==> src/rtl/fetch_stage_if.sv <==
// fetch_stage_if: ROM, IF/ID handshake and redirect signals of the fetch stage
interface fetch_stage_if;
  logic        ID_allow_in;
  logic [32:0] jbr_bus;
  logic [32:0] exc_bus;
  logic        inst_rom_en;
  logic [31:0] inst_addr;
  logic [31:0] inst;
  logic        IF_valid;
  logic        IF_over;
  logic [63:0] IF_ID_bus;
  logic [31:0] IF_pc;
  modport master (
    input  ID_allow_in, jbr_bus, exc_bus, inst,
    output inst_rom_en, inst_addr, IF_valid, IF_over, IF_ID_bus, IF_pc
  );
  modport slave (
    output ID_allow_in, jbr_bus, exc_bus, inst,
    input  inst_rom_en, inst_addr, IF_valid, IF_over, IF_ID_bus, IF_pc
  );
endinterface

==> src/rtl/fetch_stage.sv <==
// fetch_stage: MIPS IF stage; FETCH_INST_HOLD_EN holds inst after the first DONE cycle and idles the ROM
module fetch_stage #(
  parameter logic [31:0] RESET_PC    = 32'h0000_0000,
  parameter int          ROM_LATENCY = 1
) (
  input logic           clk,
  input logic           reset,
  fetch_stage_if.master bus
);
  typedef enum logic [1:0] {REQ, WAIT, DONE} state_t;
  localparam logic [1:0] LAST = 2'(ROM_LATENCY - 1);
  state_t      state, state_n;
  logic [31:0] pc, pc_n, jbr_pend_pc, next_pc, inst_cur;
  logic [1:0]  lat_cnt, lat_cnt_n;
  logic        jbr_pend, exc, jbr_taken, over, xfer, rom_en_done;
  assign exc       = bus.exc_bus[32];
  assign jbr_taken = bus.jbr_bus[32];
  assign over      = state == DONE && !exc && !reset;
  assign xfer      = over && bus.ID_allow_in;
  assign next_pc   = jbr_taken ? bus.jbr_bus[31:0] : jbr_pend ? jbr_pend_pc : pc + 32'd4;
`ifdef FETCH_INST_HOLD_EN
  logic        held;
  logic [31:0] inst_hold;
  always_ff @(posedge clk) begin
    held <= !reset && state == DONE && !exc && !xfer;
    if (state == DONE && !held) inst_hold <= bus.inst;
  end
  assign inst_cur    = held ? inst_hold : bus.inst;
  assign rom_en_done = !held;
`else
  assign inst_cur    = bus.inst;
  assign rom_en_done = 1'b1;
`endif
  always_ff @(posedge clk) begin
    if (reset) begin
      state       <= REQ;
      pc          <= RESET_PC;
      lat_cnt     <= 2'd0;
      jbr_pend    <= 1'b0;
      jbr_pend_pc <= 32'd0;
    end else begin
      state       <= state_n;
      pc          <= pc_n;
      lat_cnt     <= lat_cnt_n;
      jbr_pend    <= (exc || xfer) ? 1'b0 : jbr_taken ? 1'b1 : jbr_pend;
      jbr_pend_pc <= (jbr_taken && !exc && !xfer) ? bus.jbr_bus[31:0] : jbr_pend_pc;
    end
  end
  // exception redirect overrides every state and drops any in-flight ROM result
  always_comb begin
    state_n         = exc ? REQ
                    : state == REQ  ? (ROM_LATENCY > 1 ? WAIT : DONE)
                    : state == WAIT ? (lat_cnt == LAST ? DONE : WAIT)
                    : xfer ? REQ : state;
    pc_n            = exc ? bus.exc_bus[31:0] : xfer ? next_pc : pc;
    lat_cnt_n       = exc ? 2'd0 : state == REQ ? 2'd1 : state == WAIT ? lat_cnt + 2'd1 : lat_cnt;
    bus.inst_rom_en = !reset && (state != DONE || rom_en_done);
    bus.inst_addr   = pc;
    bus.IF_valid    = !reset;
    bus.IF_over     = over;
    bus.IF_ID_bus   = reset ? 64'd0 : {pc, inst_cur};
    bus.IF_pc       = pc;
  end
endmodule
==> src/flat_wrapper.sv <==
// flat-port wrapper written by rule: the top's interface ports become plain ports
module fetch_stage_flat 
#(
  parameter logic [31:0] RESET_PC    = 32'h0000_0000,
  parameter int          ROM_LATENCY = 1
)
  (clk, reset, bus_ID_allow_in, bus_jbr_bus, bus_exc_bus, bus_inst, bus_inst_rom_en, bus_inst_addr, bus_IF_valid, bus_IF_over, bus_IF_ID_bus, bus_IF_pc);
  fetch_stage_if bus_i ();
  input logic clk;
  input logic reset;
  input wire logic [$bits(bus_i.ID_allow_in)-1:0] bus_ID_allow_in;
  input wire logic [$bits(bus_i.jbr_bus)-1:0] bus_jbr_bus;
  input wire logic [$bits(bus_i.exc_bus)-1:0] bus_exc_bus;
  input wire logic [$bits(bus_i.inst)-1:0] bus_inst;
  output wire logic [$bits(bus_i.inst_rom_en)-1:0] bus_inst_rom_en;
  output wire logic [$bits(bus_i.inst_addr)-1:0] bus_inst_addr;
  output wire logic [$bits(bus_i.IF_valid)-1:0] bus_IF_valid;
  output wire logic [$bits(bus_i.IF_over)-1:0] bus_IF_over;
  output wire logic [$bits(bus_i.IF_ID_bus)-1:0] bus_IF_ID_bus;
  output wire logic [$bits(bus_i.IF_pc)-1:0] bus_IF_pc;
  assign bus_i.ID_allow_in = bus_ID_allow_in;
  assign bus_i.jbr_bus = bus_jbr_bus;
  assign bus_i.exc_bus = bus_exc_bus;
  assign bus_i.inst = bus_inst;
  assign bus_inst_rom_en = bus_i.inst_rom_en;
  assign bus_inst_addr = bus_i.inst_addr;
  assign bus_IF_valid = bus_i.IF_valid;
  assign bus_IF_over = bus_i.IF_over;
  assign bus_IF_ID_bus = bus_i.IF_ID_bus;
  assign bus_IF_pc = bus_i.IF_pc;
  fetch_stage #(.RESET_PC(RESET_PC), .ROM_LATENCY(ROM_LATENCY)) u_core (.clk(clk), .reset(reset), .bus(bus_i));
endmodule
==> config.mk <==
export PLATFORM = sky130hd
export DESIGN_NAME = fetch_stage_flat
export DESIGN_NICKNAME = d
export VERILOG_FILES = /design/src/rtl/fetch_stage_if.sv /design/src/rtl/fetch_stage.sv /design/src/flat_wrapper.sv
export SDC_FILE = /design/constraint.sdc
export NUM_CORES = 1
export LEC_CHECK = 0
export ABC_AREA = 1
export CAP_MARGIN = 20
export CORE_MARGIN = 4
export CORE_UTILIZATION = 42
export DETAILED_ROUTE_END_ITERATION = 10
export PLACE_DENSITY = 0.91
export SLEW_MARGIN = 20
export SYNTH_ARGS = -nofsm -noshare
export SYNTH_HDL_FRONTEND = slang
export SYNTH_SLANG_ARGS = --single-unit
==> constraint.sdc <==
create_clock -name clk -period 1.9 [get_ports clk]
set_clock_uncertainty 0.15 [all_clocks]
set_input_delay 0.19 -clock clk [delete_from_list [all_inputs] [get_ports clk]]
set_output_delay 0.19 -clock clk [all_outputs]
set_load 0.05 [all_outputs]
# Word-level counts from Yosys, hierarchy flattened

Cells that the tools add are included.

$add $sub $neg: 2
Equal/unequal tests: 2
Mux-type cells: 11
Reduce and logical (&&, ||, !) cells: 18

Operators by type and width:

| cell                    | count |
|---|---|
| $mux W32                | 4 |
| $mux W64                | 1 |
| $add A32 B3 Y32 const B | 1 |
| $mux W2                 | 4 |
| $reduce_bool A2 Y1      | 3 |
| $logic_and A1 B1 Y1     | 5 |
| $logic_not A2 Y1        | 2 |
| $reduce_or A2 Y1        | 2 |
| $logic_not A1 Y1        | 3 |
| $reduce_bool A3 Y1      | 1 |
| $reduce_or A3 Y1        | 1 |
| $add A2 B1 Y2 const B   | 1 |
| $eq A2 B1 Y1 const B    | 1 |
| $eq A2 B2 Y1 const B    | 1 |
| $mux W1                 | 2 |
| $logic_or A1 B1 Y1      | 1 |

Flip-flop bits (word level): 69
Bits of input ports: 101
Word-level logic and storage cells: 40

# Longest topological paths before layout

Depth in word-level cells: 7
Gate-level depth with buffers: 10
Depth with buffers taken out: 10

# Least setup slack after synthesis

No wires, ideal clock.

Kind: register -> register
Start: register u_core.pc[3] (netlist: u_core.bus.IF_pc[3])
End: register u_core.pc[20] (netlist: u_core.bus.IF_pc[20])
Arrival: 1.753 ns
Data required time: 1.632 ns
Slack: -0.121 ns
Cell stages (with the launch flop): 11
Period minus slack after synthesis: 2.021 ns
Cells stage by stage: dfxtp_1 ha_1 inv_1 nor2_2 nand3_1 nor2_1 nand2_1 nand2_1 nand2_1 nand2_1 a21oi_1

Word-level cells in the longest chain between the ends: 5

RTL lines:

| element                  | RTL line          | text |
|---|---|---|
| start: declaration       | fetch_stage.sv:13 | `logic [31:0] pc, pc_n, jbr_pend_pc, next_pc, inst_cur;` |
| start signal: assignment | fetch_stage.sv:43 | `pc <= pc_n;` |
| $add A32 B3 Y32          | fetch_stage.sv:20 | `assign next_pc = jbr_taken ? bus.jbr_bus[31:0] : jbr_pend ? jbr_pend_pc : pc + 32'd4;` |
| $mux W32 (2 in a row)    | fetch_stage.sv:20 |  |
| $mux W32 (2 in a row)    | fetch_stage.sv:55 | `pc_n = exc ? bus.exc_bus[31:0] : xfer ? next_pc : pc;` |

Every way passes these cells. The select of a mux whose other input is x is not followed.
A chain may end at the register's enable or synchronous reset.

# Worst setup path in the final report

Start: input bus_exc_bus[32]
End: output bus_IF_over

Word-level cells in the longest chain between the ends: 3

RTL lines:

| element                          | RTL line           | text |
|---|---|---|
| start: declaration               | flat_wrapper.sv:13 | `input wire logic [$bits(bus_i.exc_bus)-1:0] bus_exc_bus;` |
| $logic_not A1 Y1                 | fetch_stage.sv:18  | `assign over = state == DONE && !exc && !reset;` |
| $logic_and A1 B1 Y1 (2 in a row) | fetch_stage.sv:18  |  |
| end: declaration                 | flat_wrapper.sv:18 | `output wire logic [$bits(bus_i.IF_over)-1:0] bus_IF_over;` |

Every way passes these cells.

==> summary.txt <==
Critical path
  – R2r setup slk: ~0.15 ns
  – Delay-heaviest family, CP: buffers and inverters
  – CP required: approximately 1.6 ns
  – CP arrival: around 1.5 ns
  – RR Endpoint: u_core.bus.IF_pc[28]
  – Setup crit start kind: input port
  – Reg2reg start: u_core.bus.IF_pc[19]
  – WS Path Type: in -> out
  – Critical path depth: 7
  – CP most frequent cell: buf_4
  – Crit Path Max Fanout: 5
  – R2R cell count: 9
  – Crit. Startpoint: bus_exc_bus[32]
  – Critical path's slowest cell: clkdlybuf4s50_1
  – WP buf/inv: 4
  – Critical path cell sequence: clkdlybuf4s50_1 -> buf_4 -> nor2_8 -> buf_4 -> nand2_1 -> nor2_1 -> buf_12
  – CP Capture Type: primary output
  – Largest stage delay on the critical path: between 0.4 and 0.5 ns
  – Crit path capture: bus_IF_over

Detailed routing
  – Per-cell routed wire length: 16.14 um
  – Drt pass-1 iters: 6
  – Vias after detailed routing: roughly 6000
  – DRC Markers: 0
  – Iteration-0 DRC Markers: ~480
  – Antenna Nets Post-Route: 0
  – Routed WL: between 15000 and 20000 um
  – DR vias/cell: ~5.3

Synthesis
  – Syn Area/Cell: between 6 and 7 sq um
  – Mapped cell area: approximately 4800 sq um
  – Synth cell types: 28
  – Share of the synthesized area in the top cell type: 0.2851
  – Synth warn: 0
  – Fraction of registers with async set/reset: 0
  – Post-synthesis sequential area ratio: 0.2851
  – Ys flop type: dfxtp_1
  – Post-synth EDFFs: 0
  – Synthesized Nets: around 890
  – Count leader, synth: nor2_1
  – Ranking of synthesized cells by area: dfxtp_1 29%, nor2_1 13%, nand2_1 9.8%, inv_1 8.5%, a21oi_1 6.2%
  – Cells after synthesis: ~790
  – Post-synthesis register bit count: slightly below 70
  – Synth top cells by count: 164 x nor2_1, 126 x nand2_1, 110 x inv_1
  – Yosys top cell by area: dfxtp_1

Clock network
  – CTS H-tree lvls: 3
  – Reg clk slew, reported paths: around 0.060 ns
  – TritonCTS clock tree: built
  – CTS Hold Bufs: 0
  – Post-CTS Setup Inserts: 0
  – Cts bufs inserted: 9
  – Post-cts sizing count: 0
  – CTS root buffer: clkbuf_16
  – Clock Latency Late Sink: 0.33 ns
  – CTS Buffer Depth: 2
  – Num Clock Sinks: 69

Placed design
  – Place WS: -0.02117 ns
  – RePlAce Congestion: ~0.96
  – Buffers added on ports: ~230
  – DP Area: 6959 sq um
  – Post-DP HPWL: 14450 um
  – Placed cell count: 1123

STA
  – Slew Viols, Final: 0
  – Period utilization: 0.9675
  – Fin. Hold Viols: 0
  – Worst-Margin Slew: about 0.67 ns
  – Setup TNS: 0 ns
  – Final setup fails: 0
  – Worst rel slew slack: 0.5497
  – Max Clock Freq: 544.0 MHz
  – Setup WS post-layout: roughly 0.06 ns
  – RSZ-0062 raised after global routing: false
  – WHS: 0.1408 ns
  – Tmin final: approximately 1.8 ns

Floorplan
  – DIE AREA: approximately 13000 sq um
  – Num ports: between 200 and 250
  – Starting Density: 0.4374
  – Die X: about 120 um
  – Core area: about 11000 sq um
  – Die Ht: 115.4 um
  – # rows: 38

Global routing
  – First-pass GRT wire length: 28320 um
  – Congestion Overflow GR: 0
  – Vias in the first global route: between 5000 and 6000
  – Largest net degree at the start of global routing: 50
  – Initial antenna violation count: 1
  – GRT Overall Usage: 0.2685

Cells and area
  – Synthesis-to-finish area growth: 50.92%
  – Non-Filler Instances: approximately 1100
  – Layout net count: about 1100
  – Multi-input gate area: approximately 2600 sq um
  – Layout cells sized above 1: 0.2112
  – Design area: 7313 sq um
  – Register area: roughly 1400 sq um
  – Fin util: 0.6602
  – Fillers: 950

Pwr
  – PD cells: ~730 nW/um^2
  – VDD IR-drop max: 0.0004620 V
  – Leak: between 3 and 4 nW
  – Total Power: between 5 and 6 mW

Outcome
  – Outcome: completed

Hold path
  – Worst Hold Class: in -> reg

Run
  – Max Cap Viol: 0
## logic make-up after synthesis
family                   synth area share
AO/OA/AOI/OAI                      0.2179
flip-flops                         0.2850
AND/OR/NAND/NOR                    0.2931
XOR/XNOR                          0.01446
buffers and inverters              0.1844
adder cells (fa/ha/maj)          0.005163
## state kept, by name, summed over array words and instances (netlist names)
name                count
u_core.jbr_pend         1
u_core.bus.IF_pc       32
u_core.jbr_pend_pc     32
u_core.state            2
u_core.lat_cnt          2
## cell usage in the layout (no fill, tap or decap), types with 5 or more instances in the layout
cell type,instances
a211oi_1,29
xor2_1,8
o21ai_1,16
clkdlybuf4s50_1,99
nor2_1,159
nor2_2,5
dfxtp_1,65
clkbuf_16,9
buf_12,8
a21oi_1,60
nand2_1,126
a41oi_1,6
inv_1,110
o21ai_0,36
buf_4,168
nand4_1,5
a22o_1,24
nand3_1,39
## how the worst min path moves through the flow
stage	startpoint	endpoint	cells after the start
floorplan	bus_jbr_bus[32]	u_core.jbr_pend	2
global placement	u_core.lat_cnt[0]	u_core.lat_cnt[0]	1
detailed placement	u_core.jbr_pend_pc[21]	u_core.jbr_pend_pc[21]	2
CTS	reset	u_core.jbr_pend_pc[2]	2
global route	reset	u_core.jbr_pend_pc[2]	2
finish	reset	u_core.jbr_pend_pc[2]	2
## layer usage
layer	share of wire	GRT usage	wire length (um)	vias to the layer above
li1	-	-	-	2906
met1	0.38	0.3127	6915	2737
met2	0.50	0.4842	9284	335
met3	0.091	0.05640	1668	41
met4	0.029	0.09781	533	0
met5	0	0	0	-
## power breakdown
part           internal, mW  switching [mW]
Combinational         0.678            1.21
Clock                  1.22           0.640
Sequential             1.55          0.0785
## layout make-up
type,instances,area share
Inverter,111,0.05697
Sequential cell,69,0.1896
Tap cell,140,0.02395
Timing Repair Buffer,275,0.3299
Clock buffer,12,0.03507
Multi-Input combinational cell,528,0.3547
Antenna cell,1,0.0003422
Clock inverter,4,0.009581
No activity file was read; power rests on OpenSTA's default activity.
